$ cat config.mk
export PLATFORM = sky130hd
export DESIGN_NAME = seq_match_ctrl
export DESIGN_NICKNAME = d
export VERILOG_FILES = /design/src/rtl/seq_match_ctrl.sv
export SDC_FILE = /design/constraint.sdc
export NUM_CORES = 1
export LEC_CHECK = 0
export CORE_ASPECT_RATIO = 1.1
export CORE_MARGIN = 4
export CORE_UTILIZATION = 53
export DETAILED_ROUTE_END_ITERATION = 6
export PLACE_DENSITY = 0.79
export SETUP_SLACK_MARGIN = 0.05
export SLEW_MARGIN = 40
export SYNTH_ARGS = -nofsm -noshare
export SYNTH_HDL_FRONTEND = slang
export SYNTH_SLANG_ARGS = --single-unit
$ cat constraint.sdc
create_clock -name clk -period 3 [get_ports clk]
set_input_delay 0.9 -clock clk [delete_from_list [all_inputs] [get_ports clk]]
set_output_delay 0.9 -clock clk [all_outputs]
set_load 0.05 [all_outputs]
$ cat src/rtl/seq_match_ctrl.sv
// Serial pattern matcher: shifts bits into an 8-bit history in RUN, pulses match on
// each (overlapping) occurrence of a 1..8 bit pattern, and ends the run at a match threshold.
module seq_match_ctrl (
  input  logic       clk,
  input  logic       reset,
  input  logic       cfg_we,
  input  logic [7:0] cfg_pattern,
  input  logic [2:0] cfg_len,
  input  logic [7:0] cfg_thresh,
  input  logic       start,
  input  logic       stop,
  input  logic       a,
  input  logic       a_valid,
  output logic       busy,
  output logic       done,
  output logic       match,
  output logic [7:0] match_count
);

  typedef enum logic [1:0] {
    IDLE = 2'b00,
    RUN  = 2'b01,
    DONE = 2'b10
  } state_t;

  state_t     state_q, state_d;
  logic [7:0] hist_q, hist_d;
  logic [3:0] fill_q, fill_d;
  logic [7:0] count_q, count_d;
  logic       match_q, match_d;
  logic [7:0] pat_q, pat_d;
  logic [2:0] len_q, len_d;
  logic [7:0] thresh_q, thresh_d;

  logic [7:0] hist_upd;
  logic [3:0] fill_upd;
  logic [7:0] len_mask;
  logic       hit;

  // Match is judged on the history and fill as they will be after taking the new bit.
  assign hist_upd = {hist_q[6:0], a};
  assign fill_upd = (fill_q == 4'd8) ? 4'd8 : fill_q + 4'd1;
  assign len_mask = 8'hFF >> (3'd7 - len_q);
  assign hit      = (((hist_upd ^ pat_q) & len_mask) == 8'h00) && (fill_upd > {1'b0, len_q});

  always_comb begin
    state_d  = state_q;
    hist_d   = hist_q;
    fill_d   = fill_q;
    count_d  = count_q;
    match_d  = 1'b0;
    pat_d    = pat_q;
    len_d    = len_q;
    thresh_d = thresh_q;
    if (stop) begin
      state_d = IDLE;
    end else begin
      case (state_q)
        IDLE: begin
          if (cfg_we) begin
            pat_d    = cfg_pattern;
            len_d    = cfg_len;
            thresh_d = cfg_thresh;
          end
          if (start) begin
            state_d = RUN;
            hist_d  = 8'h00;
            fill_d  = 4'd0;
            count_d = 8'h00;
          end
        end
        RUN: begin
          if (a_valid) begin
            hist_d = hist_upd;
            fill_d = fill_upd;
            if (hit) begin
              match_d = 1'b1;
              count_d = (count_q == 8'hFF) ? count_q : count_q + 8'd1;
              if ((thresh_q != 8'h00) && (count_d == thresh_q)) state_d = DONE;
            end
          end
        end
        DONE: begin
          if (start) begin
            state_d = RUN;
            hist_d  = 8'h00;
            fill_d  = 4'd0;
            count_d = 8'h00;
          end
        end
        default: state_d = IDLE;
      endcase
    end
  end

  always_ff @(posedge clk or posedge reset) begin
    if (reset) begin
      state_q  <= IDLE;
      hist_q   <= 8'h00;
      fill_q   <= 4'd0;
      count_q  <= 8'h00;
      match_q  <= 1'b0;
      pat_q    <= 8'h00;
      len_q    <= 3'd0;
      thresh_q <= 8'h00;
    end else begin
      state_q  <= state_d;
      hist_q   <= hist_d;
      fill_q   <= fill_d;
      count_q  <= count_d;
      match_q  <= match_d;
      pat_q    <= pat_d;
      len_q    <= len_d;
      thresh_q <= thresh_d;
    end
  end

  assign busy        = (state_q == RUN);
  assign done        = (state_q == DONE);
  assign match       = match_q;
  assign match_count = count_q;

endmodule

==> results of run 1 <==
[routing by layer]
layer  share of wire  global-route usage  vias to the layer above
li1                -                   -                      901
met5               0                   0                        -
met1            0.46               0.239                      846
met3           0.048              0.0435                        6
met2            0.48               0.300                       45
met4           0.012              0.0536                        0
[area by class of cell]
type,instances,area [sq um],area share
clock buffer,7,86.3,0.0310
clock inverter,1,30.0,0.0108
inverter,11,41.3,0.0148
multi-input combinational,171,1140,0.411
sequential,41,1030,0.369
tap,52,65.1,0.0234
timing repair buffer,40,390,0.140
[critical path, stage by stage, from the launching register on]
cell and delay [ps]:
dfrtp_1 490, inv_1 120, nor2_1 170, clkdlybuf4s50_1 820
[cells by family after synthesis]
family,share of synthesized area
flip-flops,0.453
adder cells (fa/ha/maj),0.0331
XOR/XNOR,0.0696
multiplexers,0.0934
buffers and inverters,0.0459
AO/OA/AOI/OAI,0.146
AND/OR/NAND/NOR,0.159
[sequential cells by signal (all words and copies together), names as in the netlist]
register,flops
fill_q,4
hist_q,7
len_q,3
match,1
match_count,8
pat_q,8
state_q,2
thresh_q,8
[cells in the mapped netlist, drive strengths merged (3+ instances only)]
master	number	share of area
mux2	17	0.085
nor2	9	0.015
buf	6	0.020
xnor2	14	0.054
o21ai	23	0.051
and3	3	0.0083
clkbuf	4	0.0072
a21oi	18	0.040
xor2	4	0.015
inv	11	0.018
dfrtp	41	0.45
nand2	33	0.055
nor3	3	0.0066
ha	6	0.033
o211ai	3	0.0099
nand3	11	0.027
a211oi	3	0.012
[stage by stage]
stage	area (sq um)	total power, mW	worst slack, ps
after floorplan	2260	0.888	571
after global routing	2780	1.52	87.3
after detailed placement	2660	0.988	90.3
after CTS	2780	1.45	192
after global placement	2660	0.976	236
final	2780	1.44	203
[what timing repair did]
action                     CTS  global route
hold endpoints to repair     0             0
hold buffers                 0             0
resized for setup            0             1
setup endpoints to repair    0             4
[placed cells by master, fill, tap and decap left out, drive strengths merged]
cell type and n:
nand2 33, and4 1, and3 3, a31o 1
nand4b 1, buf 4, bufinv 1, nand3 11
a221o 1, a211oi 3, nor4b 2, o21ai 23
nor2b 1, ha 6, a31oi 2, nor4 2
dfrtp 41, mux2i 2, and2 1, clkbuf 7
nor3 3, a2bb2oi 1, o21bai 1, nor2 9
nand4 2, nand3b 1, xnor2 14, inv 11
mux2 17, xor2 4, o31ai 2, or4b 1
clkdlybuf4s50 36, o211ai 3, a21oi 18, o22ai 2
[worst paths after layout]
check,start,endpoint,slack (ps),cells after the start
max in group asynchronous,reset,pat_q[2]$_DFFE_PP0P_,1630,3
min,hist_q[0]$_DFFE_PP0P_,hist_q[1]$_DFFE_PP0P_,520,2
min reg2reg,hist_q[0]$_DFFE_PP0P_,hist_q[1]$_DFFE_PP0P_,520,2
min in group asynchronous,reset,match_count[1]$_DFFE_PP0P_,1030,3
max reg2reg,fill_q[0]$_DFFE_PP0P_,state_q[1]$_DFFE_PP0P_,450,12
max,state_q[0]$_DFFE_PP0P_,busy,200,3
[report_power, final]
group	internal [mW]	leakage [nW]	switching, mW
clock	0.271	0.0585	0.189
combinational	0.158	0.546	0.134
sequential	0.618	0.529	0.0677
==> metrics.csv, run 1 <==
stage;metric;value;unit
run_status;status;complete, no violations;
power;ir_drop;0.343;mV
sta;tightestPinTransition;512;ps
sta;final_max_slew_viol_count;0;
setup_path;endpoint_kind;primary output;
power;p_leak;1.13;nW
drt;via_per_inst;5.57;
yosys;seq_area_frac_synth;0.453;
sta;fin_tns_setup;0;ps
clocking;cts_buffer_depth;2;
sta;whs;524;ps
drt;ant_nets;0;
clocking;cts_buffers;5;
setup_path;crit_arrival;1900;ps
setup_path;worstSetupPathType;flip-flop to primary output;
global_routing;grt_max_degree;42;
drt;wl_per_cell;14.4;um
yosys;yosysUniqueCellTypes;40;
drt;wirelength;4.65;mm
drt;first_iter_violations;144;
yosys;synthCells;233;
setup_path;crit_path_start_kind;flip-flop;
sta;relSlewSlack;0.659;
floorplan;dieHeight;76.6;um
cells_and_area;n_fill_cell;340;
sta;min_period;2800;ps
drt;vias;1798;
cells_and_area;drive_above_1_share;0.129;
floorplan;core_area;4050;sq um
clocking;cts_tree;done;
clocking;insertion_delay;290;ps
drt;dr.pass1.iters;4;
sta;fin_crit_sh;0.932;
placement;gp_congestion;0.864;
placement;dp.cells;315;
floorplan;design.die.area;5380;sq um
global_routing;grt_overflow;0;
clocking;cts_sinks;41;
cells_and_area;syn_to_final_growth;22.8;%
worst_hold_path;hold_class;flip-flop to flip-flop;
yosys;yosysWarnings;0;
run;drv_cap;0;
clocking;cts_setup_buffers;0;
cells_and_area;antenna_cells;0;
clocking;ctsHtreeMaxLevel;2;
sta;finalSetupViolations;0;
clocking;clk_pin_slew_worst_paths;80;ps
cells_and_area;final_core_util;0.686;
floorplan;start_util;0.559;
yosys;syn_nets;265;
yosys;netlist_area;2260;sq um
floorplan;die_width;70.3;um
yosys;synth-seq-cells;41;
setup_path;cp_max_fo;8;
yosys;ys.flop_type;dfrtp_1;
global_routing;grt_pass1_wl;7.98;mm
drt;drc;0;
placement;portBuffers;36;
global_routing;grt_usage;0.183;
sta;fmax;358;MHz
power;powerDensity;517;nW/um^2
placement;hpwl;3.37;mm
setup_path;required;2100;ps
clocking;cts_root_buf;clkbuf_8;
yosys;synthArstFlopShare;1.00;
sta;skew;7.19;ps
global_routing;antenna_found_initial;0;
yosys;synth_edf_count;0;
sta;final_hold_viol_count;0;
floorplan;ios;37;
yosys;synth_area_per_cell;9.72;sq um
floorplan;rows;24;
cells_and_area;final_cells;323;
cells_and_area;fin_nets;302;
global_routing;grt_pass1_vias;1748;
sta;rsz0062_at_grt;false;
(Power assumes the default switching activity.)
==> inputs of run 2 (changes only) <==
--- a/config.mk
+++ b/config.mk
@@ -6,7 +6,6 @@
 export NUM_CORES = 1
 export LEC_CHECK = 0
 export CORE_ASPECT_RATIO = 1.1
-export CORE_MARGIN = 4
 export CORE_UTILIZATION = 53
 export DETAILED_ROUTE_END_ITERATION = 6
 export PLACE_DENSITY = 0.79
==> constraint.sdc (replaced) <==
create_clock -name clk -period 3 [get_ports clk]
set_input_delay 0.3 -clock clk [delete_from_list [all_inputs] [get_ports clk]]
set_output_delay 0.3 -clock clk [all_outputs]
set_load 0.05 [all_outputs]
==> metrics.csv, run 2 (same netlist as run 1, synthesis figures left out) <==
stage;metric;value;unit;change
power;p_int;1.04;mW;-0.25%
setup_path;cpPeakStageDelay;570;ps;-250 ps
clocking;clk_pin_slew_worst_paths;80;ps;about the same
floorplan;core_area;4020;sq um;-0.74%
placement;hpwl;3.41;mm;+1.4%
power;power;1.44;mW;+0.49%
setup_path;required;3230;ps;+1130 ps
drt;dr.pass1.iters;4;;unchanged
power;switchingPower;401;uW;+2.5%
cells_and_area;final_cell_mix;41 x dfrtp_1, 36 x clkdlybuf4s50_1, 33 x nand2_1, 23 x o21ai_0;;
floorplan;ios;37;;unchanged
setup_path;critPathBufInv;1;;-1
setup_path;cp_max_fo;16;;+8
drt;drc;0;;unchanged
power;power_frac_seq;0.472;;-0.005
setup_path;critPathSlowestCell;and4_1;;
setup_path;crit_family;simple AND/OR/NAND/NOR gates;;
drt;via_per_inst;5.65;;+1.5%
power;ir_drop;0.439;mV;+28%
cells_and_area;fin_nets;301;;-0.33%
drt;wl_per_cell;14.4;um;-0.27%
setup_path;crit_arrival;2880;ps;+980 ps
sta;tightestPinTransition;557;ps;+45.6 ps
run_status;status;complete, no violations;;
sta;relSlewSlack;0.628;;-0.0304
global_routing;antenna_found_initial;0;;unchanged
clocking;cts_buffer_depth;2;;unchanged
global_routing;grt_usage;0.240;;+0.0573
clocking;ctsHtreeMaxLevel;2;;unchanged
clocking;cts_sinks;41;;unchanged
global_routing;grt_pass1_wl;8.49;mm;+6.3%
global_routing;grt_max_degree;42;;unchanged
setup_path;crit_path_cell_trace;inv_1 -> ha_1 -> nand2_1 -> nand2_1 -> mux2i_1 -> ha_1 -> nand3_1 -> o21ai_0 -> o21ai_0 -> and4_1 -> o21ai_0 -> a21oi_1;;
floorplan;die_width;64.3;um;-8.5%
setup_path;endpoint_kind;flip-flop;;
run;drv_cap;0;;unchanged
power;sw_frac_of_total;0.277;;+0.00540
cells_and_area;antenna_cells;0;;unchanged
power;p_leak;1.13;nW;-0.57%
setup_path;cp_common_cell;o21ai_0;;
floorplan;design.die.area;4540;sq um;-16%
global_routing;grt_pass1_vias;1898;;+8.6%
floorplan;rows;24;;unchanged
drt;ant_nets;0;;unchanged
power;pwr-share-clk;0.325;;+0.005
sta;fin_ws;348;ps;+145 ps
setup_path;worstSetupPathType;flip-flop to flip-flop;;
clocking;insertion_delay;300;ps;about the same
power;powerDensity;520;nW/um^2;+0.54%
placement;gp_congestion;0.867;;+0.36%
placement;dp_slack;340;ps;+249 ps
clocking;cts_buffers;5;;unchanged
sta;finalSetupViolations;0;;unchanged
setup_path;crit_path_start_kind;flip-flop;;
cells_and_area;drive_above_1_share;0.130;;+0.000478
sta;fmax;377;MHz;+5.5%
sta;fin_tns_setup;0;ps;unchanged
worst_hold_path;hold_class;primary input to asynchronous set/reset pin;;
sta;min_period;2650;ps;-145 ps
sta;final_max_slew_viol_count;0;;unchanged
clocking;cts_tree;done;;
drt;vias;1819;;+1.2%
sta;final_hold_viol_count;0;;unchanged
drt;wirelength;4.62;mm;-0.58%
cells_and_area;final_common_cell;dfrtp_1;;
sta;rsz0062_at_grt;false;;
power;p_comb_frac;0.203;;about the same
placement;portBuffers;36;;unchanged
global_routing;grt_overflow;0;;unchanged
sta;skew;5.94;ps;-1.25 ps
clocking;cts-hold-fix-buffers;0;;unchanged
floorplan;start_util;0.563;;+0.00417
cells_and_area;syn_to_final_growth;22.8;%;about the same
floorplan;dieHeight;70.6;um;-7.8%
drt;first_iter_violations;158;;+9.7%
sta;fin_crit_sh;0.884;;-0.0484
clocking;cts_root_buf;clkbuf_8;;
==> run 2: through the flow <==
step	util	hold WS, ps	instance area (sq um)	instances
floorplan	-	417	2260	233
global placement	0.660	475	2660	314
detailed placement	0.660	489	2660	314
CTS	0.690	440	2780	322
global route	0.691	512	2780	322
finish	0.691	423	2780	322
==> run 2: cell type report <==
cell class                 instances  area (sq um)
fill                             337          1240
clock inverter                     2          37.5
sequential                        41          1030
multi-input combinational        171          1140
clock buffer                       6          82.6
inverter                          11          41.3
tap                               52          65.1
timing repair buffer              39           383
==> run 2: layer usage <==
metal | part of all wire | track usage | vias up
met4 | 0.015 | 0.104 | 0
met2 | 0.47 | 0.377 | 58
li1 | - | - | 895
met1 | 0.47 | 0.330 | 858
met3 | 0.045 | 0.0371 | 8
met5 | 0 | 0 | -
==> run 2: worst reg2reg max path, delay by kind of cell, from the launching register on <==
kind                     cells  cell delay (ps)
flip-flops                   1              400
AND/OR/NAND/NOR              4              800
adder cells (fa/ha/maj)      2              470
multiplexers                 1              190
AO/OA/AOI/OAI                4              680
buffers and inverters        1               70
==> run 2: what timing repair did <==
action | 4_1_cts | 5_1_grt
setup buffers | 0 | 0
gates resized for setup | 0 | 1
endpoints found under the setup margin | 0 | 8
==> run 2: path summary, 6_finish.rpt <==
check,slack [ps],endpoint,depth (start not counted),startpoint
setup / recovery,350,match_count[6]$_DFFE_PP0P_,12,fill_q[0]$_DFFE_PP0P_
hold / removal,420,match_count[0]$_DFFE_PP0P_,3,reset
setup reg to reg,350,match_count[6]$_DFFE_PP0P_,12,fill_q[0]$_DFFE_PP0P_
hold reg to reg,500,hist_q[6]$_DFFE_PP0P_,2,hist_q[6]$_DFFE_PP0P_
max in group asynchronous,2230,fill_q[0]$_DFFE_PP0P_,3,reset
min in group clk,500,hist_q[6]$_DFFE_PP0P_,2,hist_q[6]$_DFFE_PP0P_
==> run 2: power by group through the flow <==
stage / Combinational (mW) / Clock (mW) / Sequential, mW
after CTS: 0.294 / 0.478 / 0.681
after detailed placement: 0.292 / 0 / 0.693
final: 0.294 / 0.469 / 0.682
after global routing: 0.332 / 0.499 / 0.692
after floorplan: 0.209 / 0 / 0.679
after global placement: 0.284 / 0 / 0.689
==> inputs of run 3 (changes only) <==
--- a/config.mk
+++ b/config.mk
@@ -6,9 +6,9 @@
 export NUM_CORES = 1
 export LEC_CHECK = 0
 export CORE_ASPECT_RATIO = 1.1
-export CORE_UTILIZATION = 53
+export CORE_UTILIZATION = 55
 export DETAILED_ROUTE_END_ITERATION = 6
-export PLACE_DENSITY = 0.79
+export PLACE_DENSITY = 0.82
 export SETUP_SLACK_MARGIN = 0.05
 export SLEW_MARGIN = 40
 export SYNTH_ARGS = -nofsm -noshare
==> constraint.sdc (replaced) <==
create_clock -name clk -period 3.3 [get_ports clk]
set_input_delay 0.33 -clock clk [delete_from_list [all_inputs] [get_ports clk]]
set_output_delay 0.33 -clock clk [all_outputs]
set_load 0.05 [all_outputs]
==> metrics.csv, run 3 (same netlist as run 1, synthesis figures left out) <==
stage;metric;value;unit;change
clocking;cts_root_buf;clkbuf_8;;
global_routing;grt_pass1_wl;7.78;mm;-8.3%
cells_and_area;final_common_cell;dfrtp_1;;
floorplan;rows;24;;unchanged
run_status;status;complete, no violations;;
drt;ant_nets;0;;unchanged
floorplan;core_area;3960;sq um;-1.5%
cells_and_area;antenna_cells;0;;unchanged
global_routing;grt_overflow;0;;unchanged
setup_path;endpoint_kind;flip-flop;;
drt;via_per_inst;5.72;;+1.2%
power;powerDensity;441;nW/um^2;-15%
floorplan;ios;37;;unchanged
clocking;cts_sinks;41;;unchanged
cells_and_area;final_cell_mix;41 x dfrtp_1, 36 x clkdlybuf4s50_1, 33 x nand2_1, 23 x o21ai_0, 18 x a21oi_1;;
setup_path;crit_family;simple AND/OR/NAND/NOR gates;;
setup_path;crit_path_start_kind;flip-flop;;
clocking;cts_buffers;5;;unchanged
clocking;clk_pin_slew_worst_paths;80;ps;about the same
floorplan;die_width;63.2;um;-1.8%
global_routing;grt_max_degree;42;;unchanged
clocking;cts_tree;done;;
sta;final_max_slew_viol_count;0;;unchanged
setup_path;critPathSlowestCell;and4_1;;
cells_and_area;drive_above_1_share;0.119;;-0.0107
cells_and_area;syn_to_final_growth;20.8;%;
sta;fin_crit_sh;0.793;;-0.0909
placement;portBuffers;36;;unchanged
setup_path;critPathBufInv;1;;unchanged
clocking;cts_setup_buffers;0;;unchanged
clocking;ctsHtreeMaxLevel;2;;unchanged
cells_and_area;fin_nets;300;;-0.33%
sta;finalSetupViolations;0;;unchanged
setup_path;cp_common_cell;o21ai_0;;
setup_path;crit_path_cell_trace;inv_1 -> ha_1 -> nand2_1 -> nand2_1 -> mux2i_1 -> ha_1 -> nand3_1 -> o21ai_0 -> o21ai_0 -> and4_1 -> o21ai_0 -> a21oi_1;;
sta;fin_ws;683;ps;+335 ps
worst_hold_path;hold_class;primary input to asynchronous set/reset pin;;
setup_path;reg2reg_from;fill_q[0]$_DFFE_PP0P_;;
clocking;cts_buffer_depth;2;;unchanged
global_routing;antenna_found_initial;0;;unchanged
placement;hpwl;3.33;mm;-2.5%
drt;dr.pass1.iters;4;;unchanged
global_routing;grt_usage;0.226;;-0.0135
setup_path;crit_arrival;2840;ps;-40 ps
drt;drc;0;;unchanged
global_routing;grt_pass1_vias;1736;;-8.5%
drt;first_iter_violations;137;;-13%
power;p_leak;1.10;nW;-2.2%
setup_path;cp_max_fo;16;;unchanged
setup_path;worstSetupPathType;flip-flop to flip-flop;;
sta;tightestPinTransition;583;ps;+25.7 ps
sta;rsz0062_at_grt;false;;
floorplan;start_util;0.571;;+0.00853
sta;final_hold_viol_count;0;;unchanged
sta;fmax;382;MHz;+1.3%
floorplan;dieHeight;69.3;um;-1.8%
floorplan;design.die.area;4380;sq um;-3.5%
drt;vias;1835;;+0.88%
clocking;insertion_delay;290;ps;about the same
drt;wl_per_cell;14.0;um;-2.5%
setup_path;cpPeakStageDelay;540;ps;-30 ps
power;ir_drop;0.388;mV;-12%
setup_path;critPathLaunch;fill_q[0]$_DFFE_PP0P_;;
run;drv_cap;0;;unchanged
drt;wirelength;4.49;mm;-2.8%
setup_path;required;3520;ps;+290 ps
sta;min_period;2620;ps;-34.8 ps
clocking;cts-hold-fix-buffers;0;;unchanged
placement;dp_slack;690;ps;+350 ps
placement;gp_congestion;0.838;;-3.4%
sta;skew;4.72;ps;-1.22 ps
sta;fin_tns_setup;0;ps;unchanged
clocking;cts_resized;0;;unchanged
sta;relSlewSlack;0.611;;-0.0171
-- run 3: area by class of cell --
cell class                 instances  area, sq um
tap                               52         65.1
timing repair buffer              38          375
multi-input combinational        171         1140
inverter                          11         41.3
clock inverter                     2         15.0
clock buffer                       6         72.6
fill                             335         1230
sequential                        41         1030
-- run 3: worst paths after layout --
| path | end | slack [ps] | cells past startpoint |
|---|---|---|---|
| min in group clk | hist_q[6]$_DFFE_PP0P_ | 520 | 2 |
| worst max register to register | match_count[6]$_DFFE_PP0P_ | 680 | 12 |
| max in group asynchronous | pat_q[0]$_DFFE_PP0P_ | 2490 | 3 |
| worst min-delay path | thresh_q[6]$_DFFE_PP0P_ | 460 | 3 |
| worst min register to register | hist_q[6]$_DFFE_PP0P_ | 520 | 2 |
| worst max-delay path | match_count[6]$_DFFE_PP0P_ | 680 | 12 |
-- run 3: per-layer routing --
layer,vias to the layer above,track usage,part of all wire
li1,892,-,-
met1,879,0.306,0.46
met2,51,0.354,0.48
met3,13,0.0362,0.028
met4,0,0.111,0.027
met5,-,0,0
-- run 3: tightest hold or removal path, delay by kind of cell --
kind	cells	cell delay (ps)
buffers and inverters	3	880
-- run 3: where the power goes --
group	total [mW]	switching (mW)	internal [mW]
clock network	0.323	0.174	0.149
logic	0.261	0.120	0.141
registers	0.622	0.0605	0.561
-- run 3: metrics by stage --
step	util	total power, mW	hold slack, ps	area (sq um)	cells
after floorplan	-	0.807	447	2260	233
after global placement	0.668	0.884	500	2650	313
after detailed placement	0.668	0.894	493	2650	313
after CTS	0.690	1.21	479	2740	321
after global routing	0.690	1.27	533	2740	321
final	0.690	1.21	464	2740	321
==> variant 1, RTL diff (flow settings as in run 1) <==
Register the output `match_count` once more, without a reset; this adds one clock of latency there. The other outputs are not delayed to match.
--- a/src/rtl/seq_match_ctrl.sv
+++ b/src/rtl/seq_match_ctrl.sv
@@ -119,5 +119,7 @@
   assign done        = (state_q == DONE);
   assign match       = match_q;
-  assign match_count = count_q;
+  always_ff @(posedge clk) begin
+    match_count <= count_q;
+  end
 
 endmodule
Function: changed (Yosys sat finds a counterexample within 4 cycles, from zero or initial values and one cycle with reset high).
==> variant 1 against run 1 <==
Synthesized area rose by 11%; worst setup slack improved by 0.078 ns; fmax rose by 2.9%; routed wire length rose by 9.7%; utilization fell by 3.4 points; design area rose by 8.3%; total power rose by 15%; register-to-register slack got worse by 0.04 ns; sequential cell count rose by 8; final cell count rose by 7.4%.
==> variant 1: results (changes against run 1) <==
highest net fanout along the worst path=7 (was 8); largest net degree at the start of global routing=42 (unchanged); multi-input combinational cell area=1220 sq um (was 1140 sq um); Worst Tran Pin Value=0.501 ns (was 0.512 ns); Clock Tree Buf Depth=2 (unchanged); ratio of cells with drive above 1 in the final layout=11.0% (was 12.9%); top post-synthesis cells by area=sky130_fd_sc_hd__dfrtp_1 (41%), sky130_fd_sc_hd__dfxtp_1 (6.4%), sky130_fd_sc_hd__nand2_1 (5.4%), sky130_fd_sc_hd__mux2_1 (4.5%), sky130_fd_sc_hd__nand3_1 (4.2%) (was sky130_fd_sc_hd__dfrtp_1 (45%), sky130_fd_sc_hd__mux2_2 (8.5%), sky130_fd_sc_hd__nand2_1 (5.5%), sky130_fd_sc_hd__xnor2_1 (5.4%), sky130_fd_sc_hd__o21ai_0 (5.1%)); CTS H-tree lvls=2 (unchanged); clk root buf=sky130_fd_sc_hd__clkbuf_8 (unchanged); Leak Pwr=1.28 nW (was 1.13 nW); top cells by count, synth=sky130_fd_sc_hd__dfrtp_1 (41), sky130_fd_sc_hd__nand2_1 (36), sky130_fd_sc_hd__nand3_1 (21) (was sky130_fd_sc_hd__dfrtp_1 (41), sky130_fd_sc_hd__nand2_1 (33), sky130_fd_sc_hd__o21ai_0 (23)); first-pass GRT wire length=9.18 mm (was 7.98 mm); critical path data arrival time=1.82 ns (was 1.90 ns); Max IR drop VDD=0.000329 V (was 0.000343 V); number of setup buffers added after CTS=0 (unchanged); estimated wirelength of the detail-placed design=3.80 mm (was 3.37 mm); nets=322 (was 302); warnings from Yosys=0 (unchanged); design internal power=1.13 mW (was 1.05 mW); number of global-route vias before repair=2039 (was 1748); placer's final routability congestion estimate=0.945 (was 0.864); status=finished clean (unchanged); total of fill cells in the finished design=389 (was 340); clock latency on the worst-skew pair=0.31 ns (was 0.29 ns); most frequently used flop master after synthesis=sky130_fd_sc_hd__dfrtp_1 (unchanged); post-synth net total=284 (was 265); layout overhead on the synthesized area=19.7% (was 22.8%); via density per instance=5.73 (was 5.57); post-CTS resize count=0 (unchanged); total global-route track usage=20.1% (was 18.3%); part of the Yosys area used for sequential elements=47.1% (was 45.3%); ANT cells=0 (unchanged); Final Max Slew Viols=0 (unchanged); instance area after placement=2920 sq um (was 2660 sq um); Avg WL per Cell=14.7 um (was 14.4 um); number of optimization iterations in the first detailed-route pass=4 (unchanged); worst min-delay path category=register to register (unchanged); number of different library cells in the post-synthesis netlist=57 (was 40); CTS clk-pin slew, worst paths=0.09 ns; Num CTS Buffers=5 (unchanged); antenna violations before repair=0 (unchanged); Worst path max stage delay=0.80 ns (was 0.82 ns); kind of cell with the highest combined delay on the critical path=buffers and inverters (unchanged); post-route clock skew=0.00847 ns (was 0.00719 ns); asr flop ratio synth=83.7% (was 100%); DRC marker count from the first detailed-route iteration=239 (was 144); overflow left after global routing=0 (unchanged); Critical-path top delay cell=sky130_fd_sc_hd__clkdlybuf4s50_1 (unchanged)
==> variant 1: stage by stage <==
stage               instances  setup slack [ns]  power [mW]
detailed placement        339             0.316        1.26
floorplan                 252             0.733        1.13
finish                    347             0.281        1.65
CTS                       347             0.266        1.66
global placement          339             0.322        1.25
global route              347             0.230        1.76
==> variant 1: power by group through the flow <==
stage | clock network, mW | registers, mW | logic (mW)
final | 0.401 | 0.824 | 0.423
after global routing | 0.442 | 0.841 | 0.473
after CTS | 0.414 | 0.825 | 0.426
after detailed placement | 0 | 0.838 | 0.425
after global placement | 0 | 0.834 | 0.412
after floorplan | 0 | 0.846 | 0.287
==> variant 1: cells by family (layout without fill, tap and decap cells) <==
kind of cell / after synthesis / count (layout) / synth area share [%]
fa+ha+maj: 6 / 6 / 2.98
mux: 17 / 17 / 7.56
simple gates: 90 / 90 / 18.2
xor+xnor: 16 / 16 / 5.57
flops: 49 / 49 / 47.1
buf+inv: 22 / 61 / 4.53
compound gates: 52 / 52 / 14.1
==> variant 1: worst paths after layout <==
| check | from | endpoint | slack [ns] | cells after the start |
|---|---|---|---|---|
| max | state_q[1] | done | 0.28 | 2 |
| min | count_q[6] | match_count[6] | 0.50 | 0 |
| max reg2reg | fill_q[0] | state_q[0] | 0.41 | 12 |
| min reg2reg | count_q[6] | match_count[6] | 0.50 | 0 |
| max in group asynchronous | reset | len_q[1] | 1.64 | 3 |
| min in group asynchronous | reset | thresh_q[4] | 1.00 | 3 |
==> variant 1: area by class of cell <==
type | count | area share, %
clock buffer | 8 | 2.99
inverter | 11 | 1.37
multi-input combinational | 181 | 40.6
sequential | 49 | 39.4
tap | 56 | 2.33
timing repair buffer | 42 | 13.4
==> variant 1: metal layers <==
layer  up-vias  part of all wire, %  track usage, %
met3         7                  7.1            5.51
met5         -                    0               0
li1        978                    -               -
met2        67                   49            33.4
met4         0                  1.5            8.33
met1       937                   43            24.3
==> variant 1: worst register-to-register path, stage by stage (launching register included) <==
cell                       delay [ns]
sky130_fd_sc_hd__dfrtp_1         0.41
sky130_fd_sc_hd__inv_1           0.07
sky130_fd_sc_hd__ha_1            0.19
sky130_fd_sc_hd__nand2_1         0.09
sky130_fd_sc_hd__nand3_1         0.09
sky130_fd_sc_hd__o21ai_0         0.14
sky130_fd_sc_hd__ha_1            0.31
sky130_fd_sc_hd__nand3_1         0.09
sky130_fd_sc_hd__o21ai_0         0.09
sky130_fd_sc_hd__o21ai_2         0.23
sky130_fd_sc_hd__nand3_1         0.18
sky130_fd_sc_hd__nand4b_1        0.27
sky130_fd_sc_hd__o31a_1          0.33
==> variant 2, RTL diff (flow settings as in run 1) <==
Made on the original files. Add an input register stage for `cfg_pattern`, cleared by the reset; this delays it by one clock. The other inputs are not delayed to match.
--- a/src/rtl/seq_match_ctrl.sv
+++ b/src/rtl/seq_match_ctrl.sv
@@ -23,4 +23,14 @@
     DONE = 2'b10
   } state_t;
+
+  logic [7:0] cfg_pattern_q;
+
+  always_ff @(posedge clk or posedge reset) begin
+    if (reset) begin
+      cfg_pattern_q <= '0;
+    end else begin
+      cfg_pattern_q <= cfg_pattern;
+    end
+  end
 
   state_t     state_q, state_d;
@@ -59,5 +69,5 @@
         IDLE: begin
           if (cfg_we) begin
-            pat_d    = cfg_pattern;
+            pat_d    = cfg_pattern_q;
             len_d    = cfg_len;
             thresh_d = cfg_thresh;
Check against the original RTL: not equivalent (Yosys sat finds a counterexample within 4 cycles, from zero or initial values and one cycle with reset high).
==> variant 2 against run 1 <==
Sequential cell count up 8; utilization down 2.3 points; clock power up 4.8%; routed wire length up 15%; worst setup slack better by 0.075 ns; design area up 11%; synthesized area up 13%; via count up 14%; die area up 11%; fmax up 2.8%; total power up 23%; final cell count up 7.7%.
==> variant 2: results (changes against run 1) <==
routed length on met1=2.17 mm (was 2.15 mm); DRC marker count from the first detailed-route iteration=276 (was 144); status=finished clean (unchanged); via density per instance=5.88 (was 5.57); total global-route track usage=19.4% (was 18.3%); relative max-transition margin=66.7% (was 65.9%); post-route clock skew=0.00732 ns (was 0.00719 ns); smallest hold slack=0.466 ns (was 0.524 ns); Met3 Routed Length=368 um (was 223 um); nets=323 (was 302); xor/xnor cell area share of the yosys netlist=5.48% (was 6.96%); post-route worst setup slack=0.278 ns (was 0.203 ns); Leak Pwr=1.33 nW (was 1.13 nW); highest net fanout along the worst path=7 (was 8); logic depth of the worst register-to-register path=11 (was 12); number of different library cells in the post-synthesis netlist=56 (was 40); vias after detailed routing=2046 (was 1798); top post-synthesis cells by area=sky130_fd_sc_hd__dfrtp_1 (48%), sky130_fd_sc_hd__nand2_1 (5.3%), sky130_fd_sc_hd__mux2_1 (4.4%), sky130_fd_sc_hd__nand3_1 (4.1%), sky130_fd_sc_hd__xor2_1 (3.4%) (was sky130_fd_sc_hd__dfrtp_1 (45%), sky130_fd_sc_hd__mux2_2 (8.5%), sky130_fd_sc_hd__nand2_1 (5.5%), sky130_fd_sc_hd__xnor2_1 (5.4%), sky130_fd_sc_hd__o21ai_0 (5.1%)); end of the critical path=done (was busy); instance area after placement=2970 sq um (was 2660 sq um); share of synthesized cell area in full adder, half adder and majority cells=2.94% (was 3.31%); startpoint of the worst setup timing path=state_q[1] (was state_q[0]); depth of the worst hold-timing path=1 (was 2); met2 routing resource usage after global routing=32.5% (was 30.0%); number of global-route vias before repair=1924 (was 1748); top cells by count, synth=sky130_fd_sc_hd__dfrtp_1 (49), sky130_fd_sc_hd__nand2_1 (36), sky130_fd_sc_hd__nand3_1 (21) (was sky130_fd_sc_hd__dfrtp_1 (41), sky130_fd_sc_hd__nand2_1 (33), sky130_fd_sc_hd__o21ai_0 (23)); ratio of cells with drive above 1 in the final layout=12.0% (was 12.9%); capture endpoint of the worst hold path=pat_q[7] (was hist_q[1]); total length of routed met2 wires=2.67 mm (was 2.23 mm); critical path data arrival time=1.82 ns (was 1.90 ns); Avg WL per Cell=15.4 um (was 14.4 um); number of cells in the design after placement=340 (was 315); met1 layer usage reported by global route=24.7% (was 23.9%); part of the Yosys area used for sequential elements=48.0% (was 45.3%); Hold Path Origin=cfg_pattern_q[7] (was hist_q[0]); Power per Cell Area=572 nW/um^2 (was 517 nW/um^2); post-synth net total=284 (was 265)
==> variant 2: cell count changes after synthesis, sizes merged, moves of 3 or more <==
cell | run 1 | this run
a21oi | 18 | 10
dfrtp | 41 | 49
nand2 | 33 | 36
nand3 | 11 | 22
o21ai | 23 | 15
xnor2 | 14 | 6
xor2 | 4 | 10
==> variant 2: final cells by class <==
class / count / share of cell area (%)
sequential: 49 / 39.7
multi-input combinational: 181 / 39.6
timing repair buffer: 43 / 13.3
clock buffer: 7 / 2.80
tap: 56 / 2.27
inverter: 11 / 1.34
clock inverter: 1 / 0.973
==> variant 2: report_power, final <==
| group | switching (mW) | leakage (nW) | internal [mW] | total, mW |
|---|---|---|---|---|
| sequential | 0.0901 | 0.622 | 0.739 | 0.829 |
| combinational | 0.243 | 0.645 | 0.211 | 0.455 |
| clock | 0.210 | 0.0585 | 0.272 | 0.482 |
